[config.mk]
export PLATFORM = sky130hd
export DESIGN_NAME = pipe_mult_acc
export DESIGN_NICKNAME = d
export VERILOG_FILES = /design/src/rtl/pipe_mult_acc.sv
export SDC_FILE = /design/constraint.sdc
export NUM_CORES = 2
export LEC_CHECK = 0
export BUFFER_PORTS_ARGS = -buffer_cell sky130_fd_sc_hd__buf_4
export CORE_ASPECT_RATIO = 2
export CORE_MARGIN = 1
export CORE_UTILIZATION = 56
export DETAILED_ROUTE_END_ITERATION = 16
export GPL_TIMING_DRIVEN = 0
export PLACE_DENSITY = 0.73
export SYNTH_ARGS = -nofsm -noshare
export SYNTH_HDL_FRONTEND = slang
export SYNTH_SLANG_ARGS = --single-unit
[constraint.sdc]
create_clock -name clk -period 19.1 [get_ports clk]
set_input_delay 0.955 -clock clk [delete_from_list [all_inputs] [get_ports clk]]
set_output_delay 0.955 -clock clk [all_outputs]
set_load 0.01 [all_outputs]
[src/rtl/pipe_mult_acc.sv]
// Valid/ready pipelined multiplier with optional running accumulator.
// Input register, PIPE_STAGES product registers, then the output/accumulate register.
module pipe_mult_acc #(
  parameter int A_W         = 18,
  parameter int B_W         = 18,
  parameter int PIPE_STAGES = 3,
  parameter int ACC_GUARD   = 4
) (
  input  logic                           clk,
  input  logic                           rst,
  input  logic                           in_valid,
  output logic                           in_ready,
  input  logic [A_W-1:0]                 a,
  input  logic [B_W-1:0]                 b,
  input  logic                           signed_mode,
  input  logic                           acc_en,
  input  logic                           acc_clr,
  output logic                           out_valid,
  input  logic                           out_ready,
  output logic [A_W+B_W+ACC_GUARD-1:0]   p
);

  localparam int P_W   = A_W + B_W;
  localparam int OUT_W = P_W + ACC_GUARD;
  localparam int LAST  = PIPE_STAGES - 1;

  logic              stall_s;
  logic              in_valid_r;
  logic              in_sm_r;
  logic              in_en_r;
  logic              in_clr_r;
  logic [A_W-1:0]    in_a_r;
  logic [B_W-1:0]    in_b_r;
  logic [P_W-1:0]    op_a_s;
  logic [P_W-1:0]    op_b_s;
  logic [P_W-1:0]    prod_s;

  logic [PIPE_STAGES-1:0] pv_r;
  logic [PIPE_STAGES-1:0] psm_r;
  logic [PIPE_STAGES-1:0] pen_r;
  logic [PIPE_STAGES-1:0] pclr_r;
  logic [P_W-1:0]         pprod_r [PIPE_STAGES];

  logic [OUT_W-1:0]  prod_ext_s;
  logic [OUT_W-1:0]  acc_sum_s;
  logic [OUT_W-1:0]  acc_next_s;
  logic [OUT_W-1:0]  p_next_s;
  logic [OUT_W-1:0]  acc_r;
  logic [OUT_W-1:0]  p_r;
  logic              out_valid_r;

  function automatic logic [P_W-1:0] ext_a(input logic [A_W-1:0] v, input logic sm);
    if (sm) begin
      return P_W'($signed(v));
    end else begin
      return P_W'(v);
    end
  endfunction

  function automatic logic [P_W-1:0] ext_b(input logic [B_W-1:0] v, input logic sm);
    if (sm) begin
      return P_W'($signed(v));
    end else begin
      return P_W'(v);
    end
  endfunction

  function automatic logic [OUT_W-1:0] ext_p(input logic [P_W-1:0] v, input logic sm);
    if (sm) begin
      return OUT_W'($signed(v));
    end else begin
      return OUT_W'(v);
    end
  endfunction

  // A full output register that downstream refuses freezes the whole pipe.
  assign stall_s   = out_valid_r & ~out_ready;
  assign in_ready  = ~stall_s;
  assign out_valid = out_valid_r;
  assign p         = p_r;

  // Operands are widened to the product width so one modular multiply covers both signednesses.
  always_comb begin
    op_a_s = ext_a(in_a_r, in_sm_r);
    op_b_s = ext_b(in_b_r, in_sm_r);
    prod_s = op_a_s * op_b_s;
  end

  // Input stage register.
  always_ff @(posedge clk) begin
    if (rst) begin
      in_valid_r <= 1'b0;
      in_sm_r    <= 1'b0;
      in_en_r    <= 1'b0;
      in_clr_r   <= 1'b0;
      in_a_r     <= '0;
      in_b_r     <= '0;
    end else if (!stall_s) begin
      in_valid_r <= in_valid;
      in_sm_r    <= signed_mode;
      in_en_r    <= acc_en;
      in_clr_r   <= acc_clr;
      in_a_r     <= a;
      in_b_r     <= b;
    end
  end

  // Product pipeline; bubbles travel with their slot and are never compacted.
  always_ff @(posedge clk) begin
    if (rst) begin
      pv_r   <= '0;
      psm_r  <= '0;
      pen_r  <= '0;
      pclr_r <= '0;
      for (int i = 0; i < PIPE_STAGES; i++) begin
        pprod_r[i] <= '0;
      end
    end else if (!stall_s) begin
      for (int i = PIPE_STAGES - 1; i > 0; i--) begin
        pv_r[i]    <= pv_r[i-1];
        psm_r[i]   <= psm_r[i-1];
        pen_r[i]   <= pen_r[i-1];
        pclr_r[i]  <= pclr_r[i-1];
        pprod_r[i] <= pprod_r[i-1];
      end
      pv_r[0]    <= in_valid_r;
      psm_r[0]   <= in_sm_r;
      pen_r[0]   <= in_en_r;
      pclr_r[0]  <= in_clr_r;
      pprod_r[0] <= prod_s;
    end
  end

  // Output-stage next values: clear wins over accumulate, bubbles leave acc and p alone.
  always_comb begin
    prod_ext_s = ext_p(pprod_r[LAST], psm_r[LAST]);
    acc_sum_s  = acc_r + prod_ext_s;
    acc_next_s = acc_r;
    p_next_s   = p_r;
    if (pv_r[LAST]) begin
      if (pclr_r[LAST]) begin
        acc_next_s = prod_ext_s;
        p_next_s   = prod_ext_s;
      end else if (pen_r[LAST]) begin
        acc_next_s = acc_sum_s;
        p_next_s   = acc_sum_s;
      end else begin
        acc_next_s = acc_r;
        p_next_s   = prod_ext_s;
      end
    end else begin
      acc_next_s = acc_r;
      p_next_s   = p_r;
    end
  end

  // Output register and accumulator.
  always_ff @(posedge clk) begin
    if (rst) begin
      out_valid_r <= 1'b0;
      acc_r       <= '0;
      p_r         <= '0;
    end else if (!stall_s) begin
      out_valid_r <= pv_r[LAST];
      acc_r       <= acc_next_s;
      p_r         <= p_next_s;
    end
  end

endmodule

==> impl_metrics.json <==
{
  "switchingPower_mw": 0.736,
  "initial_core_util": 0.569,
  "synthCells": 2951,
  "drive_gt1_frac": 0.0435,
  "fin_ws_ps": 9730,
  "rows": 113,
  "die_x_um": 157,
  "hpwlAfterDp_mm": 75.6,
  "ys_ff_latch": 241,
  "crit_required_ps": 19370,
  "finalSetupTns_ps": 0,
  "ys_async_sr_fraction": 0,
  "wl_per_cell_um": 24.9,
  "cts_hold_buf": 0,
  "clockBufferDepth": 3,
  "dp.cells": 3667,
  "clock_latency_ps": 570,
  "design_area_mm2": 0.0293,
  "path_max_fanout": 10,
  "cts_buffers": 24,
  "critPathLaunchType": "flop",
  "whs_ps": 453,
  "cts_sinks": 241,
  "num_io_pins": 85,
  "syn-num-nets": 3599,
  "wl_mm": 92.6,
  "dpl_cell_area_mm2": 0.0285,
  "synth_edf_count": 108,
  "tritoncts": "built",
  "totalPowerFinal_mw": 1.90,
  "final-hold-violation-count": 0,
  "clk_pin_slew_ps": 70,
  "h-tree-depth": 1,
  "synthMostInstantiatedCell": "inv_1",
  "cts-root-buf": "clkbuf_16",
  "syn2layout_area_growth_pct": 8.24,
  "synth.area.top_cells": "fa_1 32%, edfxtp_1 12%, dfxtp_1 9.8%",
  "grt_overflow": 0,
  "clock.fmax_mhz": 107,
  "synth_top_area_frac": 0.315,
  "clock_power_share": 0.254,
  "arrival_ps": 9640,
  "skew_ps": 33.3,
  "grt_pass1_vias": 23577,
  "min_period_ps": 9370,
  "synth_ff_type": "dfxtp_1",
  "cts_setup_buffers": 0,
  "switching_share": 0.386,
  "portBuffers": 83,
  "ys_top_cells_by_count": "544 x inv_1, 426 x fa_1, 381 x nand2_1",
  "setup_violations": 0,
  "syn_avg_cell_area_um2": 9.16,
  "p_seq_frac": 0.329,
  "hold_path.class": "reg -> reg",
  "p_int_mw": 1.17,
  "postLayoutCoreUtil": 0.616,
  "grtUsageTotal": 0.398,
  "grt_max_degree": 73,
  "r2r-start": "in_sm_r$_SDFFE_PP0N_",
  "finalNonFillerCells": 3713,
  "drt-vias-per-instance": 5.72,
  "power_frac_comb": 0.417,
  "grt_pass1_wl_mm": 139,
  "period_share": 0.491,
  "rsz0062_at_grt": "no",
  "fin_nets": 3709,
  "rrSetupSlack_ps": 9730,
  "yosysTopAreaCell": "fa_1",
  "cts_resized": 0,
  "p_per_area_mw_per_mm2": 65.1,
  "num_vias": 21225,
  "status": "completed",
  "hp-start": "pv_r[1]$_SDFFE_PP0N_",
  "synth_cell_type_count": 59,
  "die-area_mm2": 0.0492,
  "grt_antenna_before_repair": 1,
  "tightest_slew_ps": 1250,
  "die_h_um": 313,
  "dr.pass1.iters": 6,
  "dp_slack_ps": 9880,
  "ys_warn_count": 0,
  "cp-end-kind": "flop",
  "cp-startpoint": "in_sm_r$_SDFFE_PP0N_",
  "drt_iter0_markers": 1263,
  "slew_viol_final": 0,
  "ant_nets": 0,
  "leakage_nw": 13.9,
  "syn_area_mm2": 0.0270,
  "maxSlewHeadroom": 0.162,
  "seq_area_frac_synth": 0.218,
  "gp_congestion": 1.03,
  "peakVddDrop_uv": 80.4,
  "drc": 0,
  "core_area_mm2": 0.0475,
  "cap_violations": 0,
  "critPathKind": "reg -> reg"
}
[per-layer routing]
metal | wire (µm) | vias to the layer above | global-route usage | part of all wire
met5 | 0 | - | 0 | 0
met4 | 12800 | 0 | 0.447 | 0.14
li1 | - | 9373 | - | -
met1 | 26600 | 10513 | 0.344 | 0.29
met3 | 4720 | 416 | 0.0589 | 0.051
met2 | 48400 | 923 | 0.721 | 0.52
[final timing paths]
path,depth (start not counted),endpoint
worst max-delay path,27,pprod_r[0][34]$_SDFFCE_PN0P_
worst min-delay path,2,pv_r[1]$_SDFFE_PP0N_
worst max register to register,27,pprod_r[0][34]$_SDFFCE_PN0P_
worst min register to register,2,pv_r[1]$_SDFFE_PP0N_
[power groups by stage]
stage | combinational (mW) | clock, mW | sequential, mW
final | 0.793 | 0.484 | 0.627
after floorplan | 0.556 | 0 | 0.628
after detailed placement | 0.773 | 0 | 0.637
after global routing | 0.892 | 0.501 | 0.631
after global placement | 0.740 | 0 | 0.635
after CTS | 0.785 | 0.486 | 0.626
[registers in the layout (all words and copies together), names as in the netlist]
name,count
pv_r,3
in_clr_r,1
in_a_r,18
in_en_r,1
in_valid_r,1
p,40
in_sm_r,1
pen_r,3
acc_r,40
in_b_r,18
pclr_r,3
out_valid,1
pprod_r,108
psm_r,3
[critical path, cell delays in order, from the launching register on]
cell and delay [ps]:
dfxtp_1 420, clkbuf_1 420, and2_1 210, clkbuf_1 520, nand2_1 290, fa_1 800, inv_1 100, fa_1 570
inv_1 150, fa_1 860, inv_1 230, fa_1 670, fa_1 490, fa_1 500, fa_1 480, inv_1 50
fa_1 470, inv_1 40, ha_1 320, a21o_1 180, a21o_1 180, a21o_1 190, a21o_1 220, a21oi_1 170
o21bai_1 100, a41oi_2 190, xor2_1 200, nor2_1 50
[final cells by class]
type,count,area [µm²]
Antenna cell,2,5.00
Clock buffer,30,644
Buffer,155,582
Clock inverter,14,129
Inverter,544,2040
Tap cell,632,791
Timing Repair Buffer,84,651
Multi-Input combinational cell,2011,18500
Sequential cell,241,5910
Fill cell,4192,18200
[cells in the final DEF, fill, tap and decap left out, types with 37 or more instances in the layout]
| cell | instances |
|---|---|
| a21o_1 | 38 |
| xnor2_1 | 67 |
| nand2_1 | 381 |
| clkbuf_1 | 152 |
| xor2_1 | 37 |
| and2_1 | 259 |
| buf_4 | 83 |
| fa_1 | 426 |
| dfxtp_1 | 133 |
| edfxtp_1 | 108 |
| ha_1 | 179 |
| o21ai_0 | 87 |
| a21oi_1 | 143 |
| nor2_1 | 148 |
| inv_1 | 544 |
[kinds of logic after synthesis]
group                    count (synthesis)  synth area share
flip-flops                             241             0.218
AO/OA/AOI/OAI                          390            0.0889
XOR/XNOR                               104            0.0337
multiplexers                            15           0.00569
buffers and inverters                  699            0.0971
adder cells (fa/ha/maj)                605             0.398
AND/OR/NAND/NOR                        897             0.158
Note: power is estimated with default switching activity, not from simulation.
